$ cat src/rtl/affine_sequencer.sv
// affine_sequencer: time-shares one combinational ALU to compute
//   x' = c11*x + c12*y + b1,  y' = c21*x + c22*y + b2
// Coefficients are signed Q1.(N-1); x, y, b are signed integers.
// Optional build macro AFFINE_SAT_EN: saturating ADD steps plus a sticky sat_flag output.
// ALU function encoding: ALU_A = 0 (pass a), ALU_ADD = 1, ALU_MUL = 2.
//
// state | meaning
// IDLE  | waiting for start, ALU driven with pass-through of 0
// MX1   | MUL c11*x -> t0
// MX2   | MUL c12*y -> t1 (forwarded straight into the AX1 operand)
// AX1   | ADD t0+t1 -> t0
// AX2   | ADD t0+b1 -> internal x result
// MY1   | MUL c21*x -> t0
// MY2   | MUL c22*y -> t1 (forwarded straight into the AY1 operand)
// AY1   | ADD t0+t1 -> t0
// AY2   | ADD t0+b2 -> y_out, publish x_out, pulse done
module affine_sequencer #(
    parameter int N = 8
) (
    input  logic         clk,
    input  logic         reset,
    input  logic         start,
    input  logic [N-1:0] x_in,
    input  logic [N-1:0] y_in,
    input  logic [N-1:0] c11,
    input  logic [N-1:0] c12,
    input  logic [N-1:0] c21,
    input  logic [N-1:0] c22,
    input  logic [N-1:0] b1,
    input  logic [N-1:0] b2,
    input  logic [N-1:0] alu_result,
    output logic [N-1:0] alu_a,
    output logic [N-1:0] alu_b,
    output logic [2:0]   alu_func,
    output logic         busy,
    output logic         done,
    output logic [N-1:0] x_out,
    output logic [N-1:0] y_out
`ifdef AFFINE_SAT_EN
    ,
    output logic         sat_flag
`endif
);

    localparam logic [2:0] ALU_A   = 3'd0;
    localparam logic [2:0] ALU_ADD = 3'd1;
    localparam logic [2:0] ALU_MUL = 3'd2;

    typedef enum logic [3:0] {
        IDLE, MX1, MX2, AX1, AX2, MY1, MY2, AY1, AY2
    } state_t;

    state_t       state_q;
    logic [N-1:0] x_q, y_q, c12_q, c21_q, c22_q, b1_q, b2_q;
    logic [N-1:0] t0_q, x_int_q;
    logic [N-1:0] alu_a_q, alu_b_q;
    logic [2:0]   alu_func_q;
    logic         busy_q, done_q;
    logic [N-1:0] x_out_q, y_out_q;
    logic [N-1:0] add_res_d;
`ifdef AFFINE_SAT_EN
    logic         ovf_d;
    logic         sat_acc_q, sat_flag_q;
`endif

    // ADD-step result as captured: plain wrap, or clamped on signed overflow
    always_comb begin
        add_res_d = alu_result;
`ifdef AFFINE_SAT_EN
        ovf_d = (alu_a_q[N-1] == alu_b_q[N-1]) && (alu_result[N-1] != alu_a_q[N-1]);
        if (ovf_d) begin
            add_res_d = alu_a_q[N-1] ? {1'b1, {(N-1){1'b0}}} : {1'b0, {(N-1){1'b1}}};
        end
`endif
    end

    // Sequencer FSM; ALU operands are set up one edge ahead of the state that uses them
    always_ff @(posedge clk or posedge reset) begin
        if (reset) begin
            state_q    <= IDLE;
            x_q        <= '0;
            y_q        <= '0;
            c12_q      <= '0;
            c21_q      <= '0;
            c22_q      <= '0;
            b1_q       <= '0;
            b2_q       <= '0;
            t0_q       <= '0;
            x_int_q    <= '0;
            alu_a_q    <= '0;
            alu_b_q    <= '0;
            alu_func_q <= ALU_A;
            busy_q     <= 1'b0;
            done_q     <= 1'b0;
            x_out_q    <= '0;
            y_out_q    <= '0;
`ifdef AFFINE_SAT_EN
            sat_acc_q  <= 1'b0;
            sat_flag_q <= 1'b0;
`endif
        end else begin
            done_q <= 1'b0;
            case (state_q)
                IDLE: begin
                    if (start) begin
                        x_q        <= x_in;
                        y_q        <= y_in;
                        c12_q      <= c12;
                        c21_q      <= c21;
                        c22_q      <= c22;
                        b1_q       <= b1;
                        b2_q       <= b2;
                        alu_a_q    <= c11;
                        alu_b_q    <= x_in;
                        alu_func_q <= ALU_MUL;
                        busy_q     <= 1'b1;
                        state_q    <= MX1;
`ifdef AFFINE_SAT_EN
                        sat_acc_q  <= 1'b0;
                        sat_flag_q <= 1'b0;
`endif
                    end else begin
                        alu_a_q    <= '0;
                        alu_b_q    <= '0;
                        alu_func_q <= ALU_A;
                    end
                end
                MX1: begin
                    t0_q       <= alu_result;
                    alu_a_q    <= c12_q;
                    alu_b_q    <= y_q;
                    alu_func_q <= ALU_MUL;
                    state_q    <= MX2;
                end
                MX2: begin
                    alu_a_q    <= t0_q;
                    alu_b_q    <= alu_result;
                    alu_func_q <= ALU_ADD;
                    state_q    <= AX1;
                end
                AX1: begin
                    t0_q       <= add_res_d;
                    alu_a_q    <= add_res_d;
                    alu_b_q    <= b1_q;
                    alu_func_q <= ALU_ADD;
                    state_q    <= AX2;
`ifdef AFFINE_SAT_EN
                    sat_acc_q  <= sat_acc_q | ovf_d;
`endif
                end
                AX2: begin
                    x_int_q    <= add_res_d;
                    alu_a_q    <= c21_q;
                    alu_b_q    <= x_q;
                    alu_func_q <= ALU_MUL;
                    state_q    <= MY1;
`ifdef AFFINE_SAT_EN
                    sat_acc_q  <= sat_acc_q | ovf_d;
`endif
                end
                MY1: begin
                    t0_q       <= alu_result;
                    alu_a_q    <= c22_q;
                    alu_b_q    <= y_q;
                    alu_func_q <= ALU_MUL;
                    state_q    <= MY2;
                end
                MY2: begin
                    alu_a_q    <= t0_q;
                    alu_b_q    <= alu_result;
                    alu_func_q <= ALU_ADD;
                    state_q    <= AY1;
                end
                AY1: begin
                    t0_q       <= add_res_d;
                    alu_a_q    <= add_res_d;
                    alu_b_q    <= b2_q;
                    alu_func_q <= ALU_ADD;
                    state_q    <= AY2;
`ifdef AFFINE_SAT_EN
                    sat_acc_q  <= sat_acc_q | ovf_d;
`endif
                end
                AY2: begin
                    x_out_q    <= x_int_q;
                    y_out_q    <= add_res_d;
                    done_q     <= 1'b1;
                    busy_q     <= 1'b0;
                    alu_a_q    <= '0;
                    alu_b_q    <= '0;
                    alu_func_q <= ALU_A;
                    state_q    <= IDLE;
`ifdef AFFINE_SAT_EN
                    sat_flag_q <= sat_acc_q | ovf_d;
`endif
                end
                default: begin
                    alu_a_q    <= '0;
                    alu_b_q    <= '0;
                    alu_func_q <= ALU_A;
                    busy_q     <= 1'b0;
                    state_q    <= IDLE;
                end
            endcase
        end
    end

    assign alu_a    = alu_a_q;
    assign alu_b    = alu_b_q;
    assign alu_func = alu_func_q;
    assign busy     = busy_q;
    assign done     = done_q;
    assign x_out    = x_out_q;
    assign y_out    = y_out_q;
`ifdef AFFINE_SAT_EN
    assign sat_flag = sat_flag_q;
`endif

endmodule

$ cat config.mk
export PLATFORM = sky130hd
export DESIGN_NAME = affine_sequencer
export DESIGN_NICKNAME = d
export VERILOG_FILES = /design/src/rtl/affine_sequencer.sv
export SDC_FILE = /design/constraint.sdc
export NUM_CORES = 1
export LEC_CHECK = 0
export ABC_AREA = 1
export BUFFER_PORTS_ARGS = -buffer_cell sky130_fd_sc_hd__buf_4
export CAP_MARGIN = 15
export CORE_MARGIN = 2
export CORE_UTILIZATION = 58
export CTS_BUF_LIST = sky130_fd_sc_hd__clkbuf_16
export CTS_CLUSTER_SIZE = 24
export DETAILED_ROUTE_END_ITERATION = 8
export HOLD_SLACK_MARGIN = 0.15
export PLACE_DENSITY = 0.95
export SLEW_MARGIN = 10
export SYNTH_ARGS = -nofsm -noshare
export SYNTH_HDL_FRONTEND = slang
export SYNTH_SLANG_ARGS = --single-unit
$ cat constraint.sdc
create_clock -name clk -period 10.5 [get_ports clk]
set_input_delay 2.1 -clock clk [delete_from_list [all_inputs] [get_ports clk]]
set_output_delay 2.1 -clock clk [all_outputs]
set_load 0.05 [all_outputs]
=== After elaboration in Yosys (flattened, before gate mapping) ===
Index checks and enable logic that the tools add are counted.

* Register bits after elaboration: 113
* Bits of input ports: 75
* Output and inout bits: 37
* Logic and storage cells: 48

* Eq/ne operators: 9
* Muxes and demuxes: 11
* Bitwise operators: 1
* Reductions and logical operators: 10

{| class="wikitable"
|+ Operators by type and width
! cell !! number
|-
| 8-bit case mux with 6 select lines || 2
|-
| 4-bit case mux with 8 select lines || 1
|-
| 4-bit by 3-bit equality test with 1-bit output (second input constant) || 4
|-
| 8-bit two-way mux || 2
|-
| 3-bit case mux with 3 select lines || 1
|-
| 4-bit by 2-bit equality test with 1-bit output (second input constant) || 2
|-
| 4-bit OR reduction || 2
|-
| 7-bit OR reduction || 1
|-
| 2-bit OR reduction || 3
|-
| 4-bit by 1-bit equality test with 1-bit output (second input constant) || 1
|-
| 4-bit equality test (second input constant) || 1
|-
| 4-bit logical NOT || 1
|-
| 4-bit two-way mux || 1
|-
| 2-bit AND reduction || 2
|-
| 3-bit OR reduction || 1
|-
| 1-bit two-way mux || 2
|-
| 2-bit two-way mux || 1
|-
| 2-bit inequality test (second input constant) || 1
|-
| 1-bit case mux with 2 select lines || 1
|-
| 1-bit inverter || 1
|}

=== Depth between registers and ports, before layout ===
Gate-level depths: netlist (run 1).

* Depth after elaboration: 4
* Mapped depth: 8
* Gate-level depth less buffers: 7

=== Worst setup path before layout (run 1) ===
Ideal clock, no wire load.

* Kind: input port to flip-flop
* Start point: input start
* End point: register alu_a_q[3], in the netlist alu_a[3]
* Library setup time: 0.065 ns
* Data arrival time: 2.850 ns
* Data required time: 10.435 ns
* Path slack: 7.585 ns
* Stages: 6
* Buffers on the path: 2
* Path through: buf_2 clkbuf_1 nand2_1 o21ai_0 inv_1 nand2_1

* Longest elaborated chain between the ends: 2

{| class="wikitable"
|+ RTL lines
! element !! RTL line !! source
|-
| start, declared || 22 || <nowiki>input logic start,</nowiki>
|-
| 8-bit two-way mux || 105 || <nowiki>if (start) begin</nowiki>
|-
| 8-bit case mux with 6 select lines || 103 || <nowiki>case (state_q)</nowiki>
|-
| end signal, assigned || 130 || <nowiki>alu_a_q <= c12_q;</nowiki>
|-
| end signal, assigned || 136 || <nowiki>alu_a_q <= t0_q;</nowiki>
|-
| end signal, assigned || 143 || <nowiki>alu_a_q <= add_res_d;</nowiki>
|-
| end, declared || 56 || <nowiki>logic [N-1:0] alu_a_q, alu_b_q;</nowiki>
|}

Every way passes these cells.
A chain may end at the register's enable or synchronous reset.

=== Worst setup path after layout (run 1) ===
* Start point: input start
* End point: register b2_q[3]

* Longest elaborated chain between the ends: 1

{| class="wikitable"
|+ RTL lines
! element !! RTL line !! source
|-
| 2-bit AND reduction (no source line) || - ||
|-
| end signal, assigned || 87 || <nowiki>b2_q <= '0;</nowiki>
|-
| end signal, assigned || 112 || <nowiki>b2_q <= b2;</nowiki>
|-
| end, declared || 54 || <nowiki>logic [N-1:0] x_q, y_q, c12_q, c21_q, c22_q, b1_q, b2_q;</nowiki>
|}

Every way passes these cells.

==> impl_metrics.csv, run 1 <==
group,metric,value,unit
placed_design,post-place-ws,6.44,ns
floorplan,die-area,9300,µm²
sta,finalHoldWorstSlack,0.475,ns
route,vias,4628,
sta,fin_skew,0.00791,ns
clock_network,htreeDepth,3,
route,route.detailed.drc,0,
clock_network,clk_transition_reported_paths,0.07,ns
floorplan,design.portCount,112,
critical_path,setup.worst_path.end_class,"register",
route,antenna_left,0,
hold_path,holdCritPathClass,"reg2reg",
sta,worst_tran_pin_value,0.845,ns
sta,min_period_over_period,0.354,
power_and_ir_drop,internal-power,1090,µW
sta,finalMaxSlewViolations,0,
logic_synthesis,post-synth-top-area-fraction,0.566,
route,drt_pre_antenna_iters,7,
cells_and_area,sequential_cell_area_in_the_final_layout,2800,µm²
logic_synthesis,yosysMostFrequentCell,"sky130_fd_sc_hd__nand2_1",
cells_and_area,fin_util,0.740,
logic_synthesis,yosys_most_used_dff,"sky130_fd_sc_hd__dfrtp_1",
floorplan,core_area,8260,µm²
clock_network,cts_sinks,112,
global_route,first_global_vias,4346,
global_route,grt_pass1_wl,20600,µm
logic_synthesis,synth.lib_cells_used.distinct,20,
logic_synthesis,netlist.top_cell.by_area,"sky130_fd_sc_hd__dfrtp_1",
critical_path,critPathArrivalTime,3.97,ns
clock_network,cts_root_buf,"sky130_fd_sc_hd__clkbuf_16",
run_status,result_of_the_run,"finished clean",
placed_design,port_buffers,110,
floorplan,die_w,96.4,µm
logic_synthesis,synth_edf_count,0,
logic_synthesis,number_of_synthesis_warnings,0,
route,drt-wirelength-per-cell,15.2,µm
clock_network,ctsHoldBuffers,0,
sta,report.final.hold_viol_count,0,
global_route,grt.overflow.total,0,
power_and_ir_drop,p_sw_frac,0.449,
floorplan,placement_rows,33,
global_route,grtUsageTotal,0.293,
critical_path,critical_path.startpoint_type,"input pin",
route,detail_route.iter0.violations,517,
critical_path,path_class,"in2reg",
placed_design,dp_hpwl,8460,µm
logic_synthesis,synthArstFlopShare,1.00,
route,postRouteWirelength,12700,µm
clock_network,tritoncts.num_buffers,9,
logic_synthesis,syn_nets,705,
logic_synthesis,ys_top_cells_by_area,"sky130_fd_sc_hd__dfrtp_1 57%, sky130_fd_sc_hd__nand2_1 22%, sky130_fd_sc_hd__nand3_1 5.8%",
cells_and_area,areaGrowthSynthToFinish,23.3,%
cells_and_area,antenna-diode-count,0,
logic_synthesis,seq_area_frac_synth,0.566,
logic_synthesis,netlist_top_cells_count,"294 x sky130_fd_sc_hd__nand2_1, 112 x sky130_fd_sc_hd__dfrtp_1, 57 x sky130_fd_sc_hd__nand3_1",
sta,final_worst_path_setup_slack,6.78,ns
sta,slew_headroom,0.437,
floorplan,initial_core_util,0.600,
sta,fmaxAchievable,269,MHz
route,routed_via_density,5.55,
cells_and_area,nets,799,
power_and_ir_drop,switchingPower,887,µW
placed_design,gp_routability_congestion,0.920,
critical_path,worst_ep_required_time,10.76,ns
logic_synthesis,postSynthCellCount,630,
power_and_ir_drop,vdd_ir_drop_max,165,µV
clock_network,cts.repair_timing.setup_buffer_count,0,
power_and_ir_drop,powerDensity,324,nW/µm²
clock_network,clk_path_buf_depth,2,
critical_path,critical_path_peak_fanout,55,
clock_network,cts-resized-gates,0,
clock_network,clock_tree_from_tritoncts,"built",
floorplan,die_h,96.4,µm
cells_and_area,multi_input_area,1850,µm²
logic_synthesis,syn-mean-instance-area,7.86,µm²
clock_network,worstSkewPairLatency,0.35,ns
cells_and_area,num-fill-cells,558,
power_and_ir_drop,p_comb_frac,0.436,
sta,timing.final.crit_period,3.72,ns
sta,setup-tns-final,0,ns
logic_synthesis,synth_seq_cells,112,
global_route,antenna_found_initial,0,
power_and_ir_drop,power.clock.fraction,0.184,
cells_and_area,post_route_cells_drive_above_1_share,0.188,
job,cap_viol_max_count,0,
global_route,pin_count_of_the_biggest_net_entering_global_routing,70,
logic_synthesis,netlist_area,4950,µm²
power_and_ir_drop,power.sequential.fraction,0.380,
power_and_ir_drop,power_leakage,0.00342,µW
sta,grt_setup_unrepaired,"false",
sta,final-setup-viol-count,0,
-- worst max-delay path, stage by stage --
cell and delay, ns:
sky130_fd_sc_hd__buf_4 0.23, sky130_fd_sc_hd__nand3_4 0.51, sky130_fd_sc_hd__inv_2 0.87, sky130_fd_sc_hd__nand2_1 0.13, sky130_fd_sc_hd__o21ai_0 0.12
-- cell families after synthesis --
group	after synthesis	synth area share
compound gates	41	0.0427
buf+inv	72	0.0601
flops	112	0.566
other cells	1	0.000757
simple gates	404	0.331
-- placed cells by master, fill, tap and decap left out, types with 2 or more instances in the layout --
master,n
sky130_fd_sc_hd__clkbuf_16,9
sky130_fd_sc_hd__nor2_1,44
sky130_fd_sc_hd__dfrtp_1,112
sky130_fd_sc_hd__o21ai_0,39
sky130_fd_sc_hd__clkinvlp_4,3
sky130_fd_sc_hd__buf_4,111
sky130_fd_sc_hd__nand3_1,57
sky130_fd_sc_hd__bufinv_16,2
sky130_fd_sc_hd__nor3_1,2
sky130_fd_sc_hd__clkinv_1,2
sky130_fd_sc_hd__inv_1,40
sky130_fd_sc_hd__inv_2,2
sky130_fd_sc_hd__nor2_4,3
sky130_fd_sc_hd__nand2_1,294
-- per-stage QoR --
stage / cells / power [µW] / instance area, µm²
after CTS: 834 / 1970 / 6110
after detailed placement: 818 / 1590 / 5790
after global placement: 818 / 1550 / 5790
final: 834 / 1980 / 6110
after global routing: 834 / 2100 / 6110
after floorplan: 630 / 1350 / 4950
-- final timing paths --
kind	startpoint	end	slack, ns	cells past startpoint
max	start	b2_q[3]	6.78	5
min	x_int_q[4]	x_out[4]	0.47	2
max reg2reg	state_q[0]	b2_q[3]	7.48	5
min reg2reg	x_int_q[4]	x_out[4]	0.47	2
max in group asynchronous	reset	c22_q[1]	7.46	3
min in group asynchronous	reset	x_int_q[1]	1.79	2
-- cell type report --
| type | instances | share of cell area |
|---|---|---|
| clock buffer | 9 | 0.0369 |
| clock inverter | 7 | 0.0156 |
| inverter | 44 | 0.0274 |
| multi-input combinational | 446 | 0.303 |
| sequential | 112 | 0.459 |
| tap | 105 | 0.0215 |
| timing repair buffer | 111 | 0.136 |
-- routing by layer --
layer / GRT usage / routed length [µm] / part of all wire / vias to the layer above
met5: 0 / 0 / 0 / -
li1: - / - / - / 2130
met3: 0.0434 / 1160 / 0.092 / 52
met2: 0.475 / 6160 / 0.49 / 293
met1: 0.393 / 4880 / 0.38 / 2153
met4: 0.141 / 494 / 0.039 / 0
-- power by group through the flow --
stage                     registers, µW  clock network, µW  logic, µW
after floorplan                     929                  0        421
after global placement              737                  0        816
after detailed placement            750                  0        844
after CTS                           747                364        858
after global routing                770                381        947
final                               751                364        862
(Power assumes the default switching activity.)
==> run 2: changes to the inputs <==
--- a/config.mk
+++ b/config.mk
@@ -5,16 +5,16 @@
 export SDC_FILE = /design/constraint.sdc
 export NUM_CORES = 1
 export LEC_CHECK = 0
-export ABC_AREA = 1
+export ABC_AREA = 0
 export BUFFER_PORTS_ARGS = -buffer_cell sky130_fd_sc_hd__buf_4
 export CAP_MARGIN = 15
 export CORE_MARGIN = 2
-export CORE_UTILIZATION = 58
+export CORE_UTILIZATION = 49
 export CTS_BUF_LIST = sky130_fd_sc_hd__clkbuf_16
 export CTS_CLUSTER_SIZE = 24
 export DETAILED_ROUTE_END_ITERATION = 8
 export HOLD_SLACK_MARGIN = 0.15
-export PLACE_DENSITY = 0.95
+export PLACE_DENSITY = 0.88
 export SLEW_MARGIN = 10
 export SYNTH_ARGS = -nofsm -noshare
 export SYNTH_HDL_FRONTEND = slang
==> constraint.sdc (replaced) <==
create_clock -name clk -period 3.23 [get_ports clk]
set_input_delay 0.646 -clock clk [delete_from_list [all_inputs] [get_ports clk]]
set_output_delay 0.646 -clock clk [all_outputs]
set_load 0.05 [all_outputs]
==> run 2 against run 1 <==
  * Critical path depth decreased by 1
  * Via count fell by 32%
  * Routed wire length shrank 17%
==> impl_metrics.csv, run 2 <==
group,metric,value,unit
critical_path,path_class,"reg2reg",
cells_and_area,fin_util,0.625,
logic_synthesis,synth_xor_area_frac,0.00353,
cells_and_area,multi_input_area,1960,µm²
clock_network,clk_path_buf_depth,2,
clock_network,clock_tree_from_tritoncts,"built",
route,drt-wirelength-per-cell,17.9,µm
clock_network,htreeDepth,3,
floorplan,die-area,11000,µm²
cells_and_area,areaGrowthSynthToFinish,23.6,%
logic_synthesis,ys_top_cells_by_area,"sky130_fd_sc_hd__dfrtp_1 56%, sky130_fd_sc_hd__mux2_2 17%, sky130_fd_sc_hd__mux2_1 3.6%",
sta,grt_setup_unrepaired,"false",
hold_path,holdCritPathClass,"in2async",
critical_path,crit_path_max_incr_delay,0.78,ns
logic_synthesis,synth.lib_cells_used.distinct,45,
placed_design,gp_routability_congestion,0.798,
route,drt_pre_antenna_iters,4,
sta,timing.final.crit_period,2.16,ns
route,routed_via_density,5.35,
clock_network,cts_sinks,112,
cells_and_area,post_route_cells_drive_above_1_share,0.501,
logic_synthesis,synthAdderAreaFrac,0,
logic_synthesis,synthArstFlopShare,1.00,
logic_synthesis,post-synth-top-area-fraction,0.565,
global_route,grt.overflow.total,0,
logic_synthesis,synth_top_family_by_area,"multiplexers",
critical_path,timing.critical_path.cells,"buf_4 -> nor3b_1 -> a32oi_1 -> a31oi_1",
clock_network,cts_root_buf,"sky130_fd_sc_hd__clkbuf_16",
logic_synthesis,yosys_most_used_dff,"sky130_fd_sc_hd__dfrtp_1",
route,postRouteWirelength,10500,µm
logic_synthesis,yosysMostFrequentCell,"sky130_fd_sc_hd__dfrtp_1",
logic_synthesis,seq_area_frac_synth,0.565,
floorplan,placement_rows,36,
global_route,antenna_found_initial,0,
logic_synthesis,synth_seq_cells,112,
cells_and_area,sequential_cell_area_in_the_final_layout,2800,µm²
sta,final-setup-viol-count,0,
critical_path,critical_path_peak_fanout,41,
job,cap_viol_max_count,0,
sta,finalMaxSlewViolations,0,
critical_path,critPathArrivalTime,2.39,ns
critical_path,cp_top_family,"simple AND/OR/NAND/NOR gates",
power_and_ir_drop,power_leakage,0.00277,µW
sta,min_period_over_period,0.668,
clock_network,worstSkewPairLatency,0.34,ns
critical_path,crit_path_top_delay_cell,"sky130_fd_sc_hd__nor3b_1",
critical_path,setup.worst_path.end_class,"register",
route,vias,3154,
clock_network,ctsHoldBuffers,0,
logic_synthesis,netlist_top_cells_count,"112 x sky130_fd_sc_hd__dfrtp_1, 77 x sky130_fd_sc_hd__mux2_2, 16 x sky130_fd_sc_hd__mux2_1",
cells_and_area,num-fill-cells,786,
power_and_ir_drop,powerDensity,1080,nW/µm²
global_route,first_global_vias,3317,
run_status,result_of_the_run,"finished clean",
sta,fin_skew,0.00884,ns
logic_synthesis,postSynthCellCount,347,
cells_and_area,commonest_non_fill_non_tap_cell_in_the_layout,"sky130_fd_sc_hd__buf_4",
placed_design,dp_hpwl,7450,µm
clock_network,cts.repair_timing.setup_buffer_count,0,
route,detail_route.iter0.violations,177,
sta,report.final.hold_viol_count,0,
global_route,grtUsageTotal,0.205,
logic_synthesis,number_of_synthesis_warnings,0,
clock_network,cts-resized-gates,0,
route,route.detailed.drc,0,
clock_network,tritoncts.num_buffers,9,
floorplan,core_area,9820,µm²
global_route,grt_pass1_wl,17600,µm
logic_synthesis,netlist.top_cell.by_area,"sky130_fd_sc_hd__dfrtp_1",
global_route,pin_count_of_the_biggest_net_entering_global_routing,52,
floorplan,initial_core_util,0.506,
logic_synthesis,syn-mean-instance-area,14.3,µm²
route,antenna_left,0,
logic_synthesis,netlist_area,4960,µm²
critical_path,crit_buf_inv,1,
logic_synthesis,yosys.area_share.simple,0.0691,
logic_synthesis,post_synth_mux_area_share,0.245,
logic_synthesis,syn_nets,422,
floorplan,die_h,105,µm
placed_design,port_buffers,110,
critical_path,critical_path.startpoint_type,"register",
floorplan,design.portCount,112,
logic_synthesis,synth_compound_gate_area_share,0.0761,
clock_network,clk_transition_reported_paths,0.07,ns
cells_and_area,nets,527,
floorplan,die_w,105,µm
sta,worst_tran_pin_value,0.881,ns
sta,slew_headroom,0.412,
logic_synthesis,synth_edf_count,0,
critical_path,worst_ep_required_time,3.46,ns
sta,fmaxAchievable,464,MHz
cells_and_area,antenna-diode-count,0,
sta,setup-tns-final,0,ns
power_and_ir_drop,vdd_ir_drop_max,511,µV
cells_and_area,mostFrequentLayoutCells,"119 x sky130_fd_sc_hd__buf_4, 112 x sky130_fd_sc_hd__dfrtp_1, 77 x sky130_fd_sc_hd__mux2_2",
-- run 2: cell count changes in the layout (fill, tap and decap cells not counted), moves of 9 or more --
cell	delta
sky130_fd_sc_hd__nand2_1	-286
sky130_fd_sc_hd__mux2_2	+77
sky130_fd_sc_hd__nand3_1	-52
sky130_fd_sc_hd__inv_1	-40
sky130_fd_sc_hd__nor2_1	-36
sky130_fd_sc_hd__o21ai_0	-35
sky130_fd_sc_hd__mux2_1	+16
sky130_fd_sc_hd__nor2b_1	+10
sky130_fd_sc_hd__mux2_4	+9
-- run 2: cells by family after synthesis --
group | Yosys count
other cells | 1
xor+xnor | 2
mux | 104
compound gates | 49
flops | 112
simple gates | 51
buf+inv | 28
-- run 2: worst reg2reg max path, stage by stage (launching register included) --
cell and delay (ns):
sky130_fd_sc_hd__dfrtp_1 0.40, sky130_fd_sc_hd__buf_4 0.45, sky130_fd_sc_hd__nor3b_1 0.79, sky130_fd_sc_hd__a32oi_1 0.11
sky130_fd_sc_hd__a31oi_1 0.30
-- run 2: worst paths after layout --
| kind | startpoint | to | slack [ns] | depth (start not counted) |
|---|---|---|---|---|
| min | reset | b2_q[4] | 0.45 | 2 |
| min reg2reg | c21_q[7] | c21_q[7] | 0.49 | 1 |
| min in group clk | c21_q[7] | c21_q[7] | 0.49 | 1 |
| max | state_q[0] | alu_a[3] | 1.07 | 4 |
| max reg2reg | state_q[0] | alu_a[3] | 1.07 | 4 |
| max in group asynchronous | reset | x_int_q[6] | 2.01 | 3 |
-- run 2: per-stage QoR --
stage	total power, µW	hold slack, ns	worst slack [ns]	std cells	cell area, µm²
after floorplan	4850	0.449	1.23	347	4970
after global placement	5480	0.460	1.07	574	5850
after detailed placement	5600	0.473	0.990	574	5850
after CTS	6660	0.461	1.12	590	6130
after global routing	7020	0.495	0.950	590	6130
final	6630	0.448	1.07	590	6130
-- run 2: final cells by class --
class,count,area share
clock buffer,9,0.0367
clock inverter,7,0.00897
inverter,2,0.00224
multi-input combinational,207,0.319
sequential,112,0.457
tap,133,0.0271
timing repair buffer,120,0.149
-- run 2: metal layers --
metal | share of wire | global-route usage | vias to the layer above
met5 | 0 | 0 | -
met4 | 0.016 | 0.0562 | 0
met3 | 0.055 | 0.0505 | 12
met2 | 0.50 | 0.334 | 106
met1 | 0.43 | 0.274 | 1553
li1 | - | - | 1483
-- run 2: power breakdown --
part	switching, µW	internal (µW)	leakage [µW]
combinational	1750	1380	0.00128
clock	496	531	0.000128
sequential	375	2100	0.00136
